===== config.mk =====
export PLATFORM = sky130hd
export DESIGN_NAME = spi_flash_read_cache
export DESIGN_NICKNAME = d
export VERILOG_FILES = /design/src/rtl/flash_cache_pkg.sv /design/src/rtl/flash_cache_store.sv /design/src/rtl/spi_flash_read_cache.sv
export SDC_FILE = /design/constraint.sdc
export NUM_CORES = 1
export LEC_CHECK = 0
export BUFFER_PORTS_ARGS = -buffer_cell sky130_fd_sc_hd__buf_2
export CELL_PAD_IN_SITES_DETAIL_PLACEMENT = 1
export CELL_PAD_IN_SITES_GLOBAL_PLACEMENT = 2
export CORE_AREA = 2 2 343 345
export DETAILED_ROUTE_END_ITERATION = 7
export DIE_AREA = 0 0 345 347
export HOLD_SLACK_MARGIN = 0.12
export PLACE_DENSITY = 0.62
export SYNTH_ARGS = -nofsm -noshare
export SYNTH_HDL_FRONTEND = slang
export SYNTH_SLANG_ARGS = --single-unit
export TNS_END_PERCENT = 50

===== constraint.sdc =====
create_clock -name clk -period 5.1 [get_ports clk]
set_input_delay 0.51 -clock clk [delete_from_list [all_inputs] [get_ports clk]]
set_output_delay 0.51 -clock clk [all_outputs]
set_load 0.02 [all_outputs]

===== src/rtl/flash_cache_pkg.sv =====
// ----------------------------------------------------------------------------
// flash_cache_pkg
// Shared definitions for the SPI flash read cache:
//   - state_e      : miss-handling FSM encodings (IDLE / REQ / WAIT)
//   - DEF_ADDR_W   : default word-address width (mem_address[21:2])
//   - DEF_LINES    : default number of direct-mapped lines
//   - CNT_W        : width of the optional hit/miss statistics counters
//   - sat_inc()    : saturating increment used by the statistics counters
// ----------------------------------------------------------------------------
package flash_cache_pkg;

    typedef enum logic [1:0] {
        IDLE = 2'd0,
        REQ  = 2'd1,
        WAIT = 2'd2
    } state_e;

    localparam int DEF_ADDR_W = 20;
    localparam int DEF_LINES  = 16;
    localparam int CNT_W      = 16;

    // Counters stick at all-ones instead of wrapping back to zero.
    function automatic logic [CNT_W-1:0] sat_inc(input logic [CNT_W-1:0] v);
        if (v == {CNT_W{1'b1}}) begin
            return v;
        end
        return v + CNT_W'(1);
    endfunction

endpackage


===== src/rtl/flash_cache_store.sv =====
// ----------------------------------------------------------------------------
// flash_cache_store
// Line storage for the direct-mapped flash read cache: LINES entries of
// {tag, 32-bit data} plus a valid vector. One synchronous write port,
// combinational read port, and a synchronous clear of all valid bits.
//
// Ports:
//   clk, rst_n   clock / asynchronous active-low reset (all lines invalid)
//   clear_all    invalidate every line at the next edge (wins over a write)
//   wr_en        write tag/data at wr_idx
//   wr_valid     valid bit value stored with the write
//   wr_idx       line index to write
//   wr_tag       tag to store
//   wr_data      data word to store
//   rd_idx       line index to read (combinational)
//   rd_valid     valid bit of line rd_idx
//   rd_tag       stored tag of line rd_idx
//   rd_data      stored data of line rd_idx
// ----------------------------------------------------------------------------
import flash_cache_pkg::*;

module flash_cache_store #(
    parameter int LINES = DEF_LINES,
    parameter int TAG_W = DEF_ADDR_W - $clog2(DEF_LINES),
    parameter int IDX_W = $clog2(LINES)
) (
    input  logic             clk,
    input  logic             rst_n,
    input  logic             clear_all,
    input  logic             wr_en,
    input  logic             wr_valid,
    input  logic [IDX_W-1:0] wr_idx,
    input  logic [TAG_W-1:0] wr_tag,
    input  logic [31:0]      wr_data,
    input  logic [IDX_W-1:0] rd_idx,
    output logic             rd_valid,
    output logic [TAG_W-1:0] rd_tag,
    output logic [31:0]      rd_data
);

    logic [LINES-1:0] valid_q, valid_d;
    logic [TAG_W-1:0] tag_q  [LINES];
    logic [TAG_W-1:0] tag_d  [LINES];
    logic [31:0]      data_q [LINES];
    logic [31:0]      data_d [LINES];

    // Clear-all is applied after the write so a fill landing in the same
    // cycle as a flush leaves the line invalid.
    always_comb begin
        valid_d = valid_q;
        tag_d   = tag_q;
        data_d  = data_q;
        if (wr_en) begin
            tag_d[wr_idx]   = wr_tag;
            data_d[wr_idx]  = wr_data;
            valid_d[wr_idx] = wr_valid;
        end
        if (clear_all) begin
            valid_d = '0;
        end
    end

    always_ff @(posedge clk or negedge rst_n) begin
        if (!rst_n) begin
            valid_q <= '0;
            for (int i = 0; i < LINES; i++) begin
                tag_q[i]  <= '0;
                data_q[i] <= '0;
            end
        end else begin
            valid_q <= valid_d;
            tag_q   <= tag_d;
            data_q  <= data_d;
        end
    end

    assign rd_valid = valid_q[rd_idx];
    assign rd_tag   = tag_q[rd_idx];
    assign rd_data  = data_q[rd_idx];

endmodule


===== src/rtl/spi_flash_read_cache.sv =====
// ----------------------------------------------------------------------------
// spi_flash_read_cache
// Direct-mapped, one-word-per-line read cache between the FemtoRV32 bus and
// MappedSPIFlash. Hits return data one cycle after rstrb without raising
// rbusy; misses issue one flash request, wait for the flash busy pulse to
// complete, refill the line and return the word.
//
// Configuration macro: FLASH_CACHE_STATS_EN adds saturating hit/miss counters
// (hit_count / miss_count ports). Without it those ports do not exist.
//
// Ports:
//   clk, rst_n          clock / asynchronous active-low reset
//   word_address        CPU word address, sampled with rstrb
//   rstrb               CPU read strobe (one-cycle pulse)
//   rdata               returned read data (registered)
//   rbusy               high while a miss is outstanding (registered)
//   flush               one-cycle pulse invalidating all lines
//   flash_word_address  address presented to MappedSPIFlash
//   flash_rstrb         one-cycle request pulse to MappedSPIFlash
//   flash_rdata         word returned by MappedSPIFlash
//   flash_rbusy         MappedSPIFlash busy
//   hit_count           [FLASH_CACHE_STATS_EN] saturating hit counter
//   miss_count          [FLASH_CACHE_STATS_EN] saturating miss counter
// ----------------------------------------------------------------------------
import flash_cache_pkg::*;

module spi_flash_read_cache #(
    parameter int ADDR_W = DEF_ADDR_W,
    parameter int LINES  = DEF_LINES
) (
    input  logic              clk,
    input  logic              rst_n,
    input  logic [ADDR_W-1:0] word_address,
    input  logic              rstrb,
    output logic [31:0]       rdata,
    output logic              rbusy,
    input  logic              flush,
    output logic [ADDR_W-1:0] flash_word_address,
    output logic              flash_rstrb,
    input  logic [31:0]       flash_rdata,
    input  logic              flash_rbusy
`ifdef FLASH_CACHE_STATS_EN
    ,
    output logic [CNT_W-1:0]  hit_count,
    output logic [CNT_W-1:0]  miss_count
`endif
);

    localparam int IDX_W = $clog2(LINES);
    localparam int TAG_W = ADDR_W - IDX_W;

    state_e            state_q, state_d;
    logic [31:0]       rdata_q, rdata_d;
    logic              rbusy_q, rbusy_d;
    logic              flash_rstrb_q, flash_rstrb_d;
    logic [ADDR_W-1:0] flash_word_address_q, flash_word_address_d;
    logic              seen_busy_q, seen_busy_d;
    logic              poisoned_q, poisoned_d;

    logic [IDX_W-1:0]  lookup_idx;
    logic [TAG_W-1:0]  lookup_tag;
    logic              rd_valid;
    logic [TAG_W-1:0]  rd_tag;
    logic [31:0]       rd_data;
    logic              hit;
    logic              fill_done;
    logic              fill_valid;

    assign lookup_idx = word_address[IDX_W-1:0];
    assign lookup_tag = word_address[ADDR_W-1:IDX_W];

    // A flush in the same cycle as the lookup forces a miss.
    assign hit = rd_valid && (rd_tag == lookup_tag) && !flush;

    // The fetch finishes on the falling edge of flash_rbusy, but only after
    // busy has actually been seen high (it may still be low on the first
    // WAIT cycle).
    assign fill_done = (state_q == WAIT) && seen_busy_q && !flash_rbusy;

    // A flush that arrived while the fetch was in flight means the returned
    // word may be stale relative to the flush, so the line stays invalid.
    assign fill_valid = !poisoned_q && !flush;

    // The latched miss address doubles as the flash address register.
    flash_cache_store #(
        .LINES (LINES),
        .TAG_W (TAG_W),
        .IDX_W (IDX_W)
    ) u_store (
        .clk       (clk),
        .rst_n     (rst_n),
        .clear_all (flush),
        .wr_en     (fill_done),
        .wr_valid  (fill_valid),
        .wr_idx    (flash_word_address_q[IDX_W-1:0]),
        .wr_tag    (flash_word_address_q[ADDR_W-1:IDX_W]),
        .wr_data   (flash_rdata),
        .rd_idx    (lookup_idx),
        .rd_valid  (rd_valid),
        .rd_tag    (rd_tag),
        .rd_data   (rd_data)
    );

    // Next-state logic for the miss FSM; all outputs are registered so the
    // request pulse coincides with the REQ state and rbusy rises the cycle
    // after rstrb. rstrb outside IDLE is ignored.
    always_comb begin
        state_d              = state_q;
        rdata_d              = rdata_q;
        rbusy_d              = rbusy_q;
        flash_rstrb_d        = 1'b0;
        flash_word_address_d = flash_word_address_q;
        seen_busy_d          = seen_busy_q;
        poisoned_d           = poisoned_q;
        case (state_q)
            IDLE: begin
                if (rstrb) begin
                    if (hit) begin
                        rdata_d = rd_data;
                    end else begin
                        flash_word_address_d = word_address;
                        flash_rstrb_d        = 1'b1;
                        rbusy_d              = 1'b1;
                        poisoned_d           = 1'b0;
                        state_d              = REQ;
                    end
                end
            end
            REQ: begin
                seen_busy_d = 1'b0;
                if (flush) begin
                    poisoned_d = 1'b1;
                end
                state_d = WAIT;
            end
            WAIT: begin
                if (flash_rbusy) begin
                    seen_busy_d = 1'b1;
                end
                if (flush) begin
                    poisoned_d = 1'b1;
                end
                if (fill_done) begin
                    rdata_d = flash_rdata;
                    rbusy_d = 1'b0;
                    state_d = IDLE;
                end
            end
            default: begin
                state_d = IDLE;
            end
        endcase
    end

    always_ff @(posedge clk or negedge rst_n) begin
        if (!rst_n) begin
            state_q              <= IDLE;
            rdata_q              <= '0;
            rbusy_q              <= 1'b0;
            flash_rstrb_q        <= 1'b0;
            flash_word_address_q <= '0;
            seen_busy_q          <= 1'b0;
            poisoned_q           <= 1'b0;
        end else begin
            state_q              <= state_d;
            rdata_q              <= rdata_d;
            rbusy_q              <= rbusy_d;
            flash_rstrb_q        <= flash_rstrb_d;
            flash_word_address_q <= flash_word_address_d;
            seen_busy_q          <= seen_busy_d;
            poisoned_q           <= poisoned_d;
        end
    end

    assign rdata              = rdata_q;
    assign rbusy              = rbusy_q;
    assign flash_rstrb        = flash_rstrb_q;
    assign flash_word_address = flash_word_address_q;

`ifdef FLASH_CACHE_STATS_EN
    logic [CNT_W-1:0] hit_count_q, hit_count_d;
    logic [CNT_W-1:0] miss_count_q, miss_count_d;

    // Only lookups accepted in IDLE are counted; flush clears both counters
    // even if a lookup arrives in the same cycle.
    always_comb begin
        hit_count_d  = hit_count_q;
        miss_count_d = miss_count_q;
        if (flush) begin
            hit_count_d  = '0;
            miss_count_d = '0;
        end else if ((state_q == IDLE) && rstrb) begin
            if (hit) begin
                hit_count_d = sat_inc(hit_count_q);
            end else begin
                miss_count_d = sat_inc(miss_count_q);
            end
        end
    end

    always_ff @(posedge clk or negedge rst_n) begin
        if (!rst_n) begin
            hit_count_q  <= '0;
            miss_count_q <= '0;
        end else begin
            hit_count_q  <= hit_count_d;
            miss_count_q <= miss_count_d;
        end
    end

    assign hit_count  = hit_count_q;
    assign miss_count = miss_count_q;
`else
    // Statistics counters are not built in this configuration.
`endif

endmodule


==> summary.txt <==
STA
  • Period utilization: 70.6%
  • RSZ-0062 raised after global routing: false
  • Fin Setup TNS: 0 ps
  • Achievable Freq: about 280 MHz
  • Max-slew violations: 0
  • Min Tclk post-route: 3600 ps
  • Slew HR: about 34%
  • Final Hold Fails: 0
  • Final setup viols: 0
  • Worst Clk Skew: ~17 ps
  • Slew of the pin with the lowest slew margin: ~990 ps

Clock network
  • PostCTS Resize Cnt: 0
  • Htree depth: 3
  • CTS clk-pin slew, worst paths: around 60 ps
  • Clock root cell: clkbuf_16
  • Insertion delay to the later sink of the worst-skew pair: between 600 and 700 ps
  • CTS Hold Buffers Added: 7
  • CTS tree: done
  • CTS buffer count: 95
  • Post-CTS setup buffers: 0
  • Clock buffer depth: 3
  • Clock Sinks: roughly 840

Synthesis
  • Yosys cell types: 52
  • Synthesized area: about 0.038 mm^2
  • Synth async-reset ratio: 100%
  • Yosys warns: 0
  • EDFF count, synth: 0
  • Syn avg cell area: between 15 and 20 um^2
  • Flops & latches, synth: about 840
  • Synth Flop Type: dfrtp_1
  • Post-synth net total: around 2,400
  • Sequential-to-total area share from yosys stat: a little under three fifths
  • Cells after synthesis: about 2,300

Final layout
  • Final nets: 2,449
  • Fin util: 37.7%
  • Commonest cells after routing, fill and taps aside: 842 x dfrtp_1, 805 x mux2_2, 222 x mux4_2
  • Commonest non-fill, non-tap cell in the layout: dfrtp_1
  • Finished Layout Cells: ~4,000
  • Layout fillers: between 10,000 and 15,000
  • Share of post-route cells with drive strength above 1: between 50% and 60%
  • Post-Layout Inst Area: ~0.044 mm^2
  • Layout area overhead: 14.6%

Critical path
  • Largest stage delay, worst path: about 640 ps
  • Cells along the critical path: clkbuf_8 > nor2b_1 > a22o_1 > nor3_1 > o32ai_1 > nand4_2 > nor4_4 > nor2_4 > buf_4 > mux2_4
  • Critical path type: primary input to flop
  • Worst R2R Path Depth: 9
  • Critical Path AT: between 4000 and 5000 ps
  • Crit. path cell count: 10
  • CP startpoint kind: primary input
  • Slowest CP cell: nor2b_1
  • Highest net fanout along the worst path: 57
  • WP buf/inv: 2
  • Worst EP required: about 5600 ps
  • CP top delay family: simple AND/OR/NAND/NOR gates
  • Worst setup EP type: flop

Status
  • Status: finished clean

Die
  • CORE AREA: 0.116 mm^2
  • Die Area: roughly 0.12 mm^2
  • Die width: between 300 and 400 um
  • Die height: approximately 350 um
  • Initial Util: 32.9%
  • Ports: 111
  • Row cnt: 125

Route
  • Initial DRT Pass Iterations: 4
  • ANT nets after route: 0
  • Vias: 21,000
  • DR WL/cell: around 27 um
  • Drt drc: 0
  • Via/cell ratio: about 5.3
  • Number of DRC markers in iteration 0: between 1,000 and 1,500
  • WL final: about 110,000 um

Power and ir drop
  • Maximum vdd drop: around 280 uV
  • Pwr Density: about 500 mW/mm^2
  • Leak Pwr: approximately 21 nW
  • Total power: 0.0220 W

Global route
  • GRT Resource Usage Total: between 15 and 20%
  • GRT overflow: 0
  • Largest net degree at the start of global routing: 133
  • First-pass GRT wire length: about 160,000 um
  • Initial antenna violation count: 15
  • Number of global-route vias before repair: approximately 24,000

Hold path
  • Worst hold path type: primary input to flop
  • Min-Delay Path Depth: 2

Placement
  • DP Wirelength: 61,000 um
  • Dpl cells: approximately 3,800
  • Placed Area: 0.0404 mm^2
  • IO buf count: 110
  • RD Place Congestion: 0.724

Run
  • Max-Cap Viols: 0
-- path summary, 6_finish.rpt --
path                              startpoint                    end  slack, ps
max reg2reg                u_store.tag_q[60]  flash_word_address[4]       1650
min in group asynchronous              rst_n      u_store.tag_q[46]        480
max in group asynchronous              rst_n    u_store.data_q[452]       3290
max                          word_address[1]  flash_word_address[4]       1500
min                          word_address[7]  flash_word_address[7]        160
min reg2reg                        rdata[30]              rdata[30]        490
-- report_power, final --
group,total (W),leakage (nW),switching (W),internal (W)
Clock,0.00694,1.59,0.00283,0.00410
Sequential,0.0103,11.5,0.00147,0.00878
Combinational,0.00481,7.69,0.00191,0.00290
-- stage by stage --
step,setup WS [ps],hold WS (ps)
finish,1500,156
global route,1360,139
CTS,1480,125
detailed placement,760,481
global placement,782,471
floorplan,1630,214
-- per-layer routing --
metal  wire (um)  vias to the layer above  GRT usage, %
met5          93                        -             0
met4        2940                       14          5.79
met3        3710                      182          2.89
met2       53300                      351          31.1
met1       47500                    11700          23.9
li1            -                     8784             -
-- cell type report --
type / count / area [um^2] / share of cell area (%)
clock buffers: 139 / 2830 / 6.50
repair buffers: 168 / 1180 / 2.70
diodes: 1 / 2.50 / 0.00574
inverters: 6 / 22.5 / 0.0516
clock inverters: 32 / 340 / 0.780
flip-flops and latches: 842 / 21100 / 48.3
multi-input cells: 1276 / 16300 / 37.3
well taps: 1524 / 1910 / 4.37
-- synthesized netlist by cell type, drive strengths merged, types with 3 or more instances --
library cell / count / area [um^2]
a22oi: 4 / 30.0
nor3: 7 / 35.0
buf: 104 / 495
mux2: 854 / 9690
xnor2: 8 / 70.1
nor2: 40 / 153
ha: 3 / 37.5
a21oi: 13 / 68.8
nand3: 3 / 15.0
nand2: 13 / 48.8
o21ai: 5 / 25.0
clkbuf: 95 / 357
a22o: 10 / 87.6
mux4: 222 / 5000
xor2: 6 / 52.6
inv: 5 / 18.8
a221oi: 3 / 38.8
mux2i: 48 / 480
dfrtp: 842 / 21100
nor2b: 8 / 50.1
nand2b: 4 / 25.0
-- sequential cells by signal (all words and copies together), names as in the netlist, 2 cells and up --
signal              flops
u_store.tag_q         256
state_q                 2
u_store.data_q        512
u_store.valid_q        16
rdata                  32
flash_word_address     20
-- cells by family (layout without fill, tap and decap cells) --
group / Yosys count / in the layout / share of synthesized area, %
compound gates: 45 / 45 / 0.865
xor+xnor: 14 / 14 / 0.322
fa+ha+maj: 3 / 3 / 0.0986
buf+inv: 205 / 345 / 2.30
flops: 842 / 842 / 55.4
mux: 1124 / 1124 / 39.9
other cells: 0 / 1 / 0
simple gates: 90 / 90 / 1.20
(Power assumes the default switching activity.)
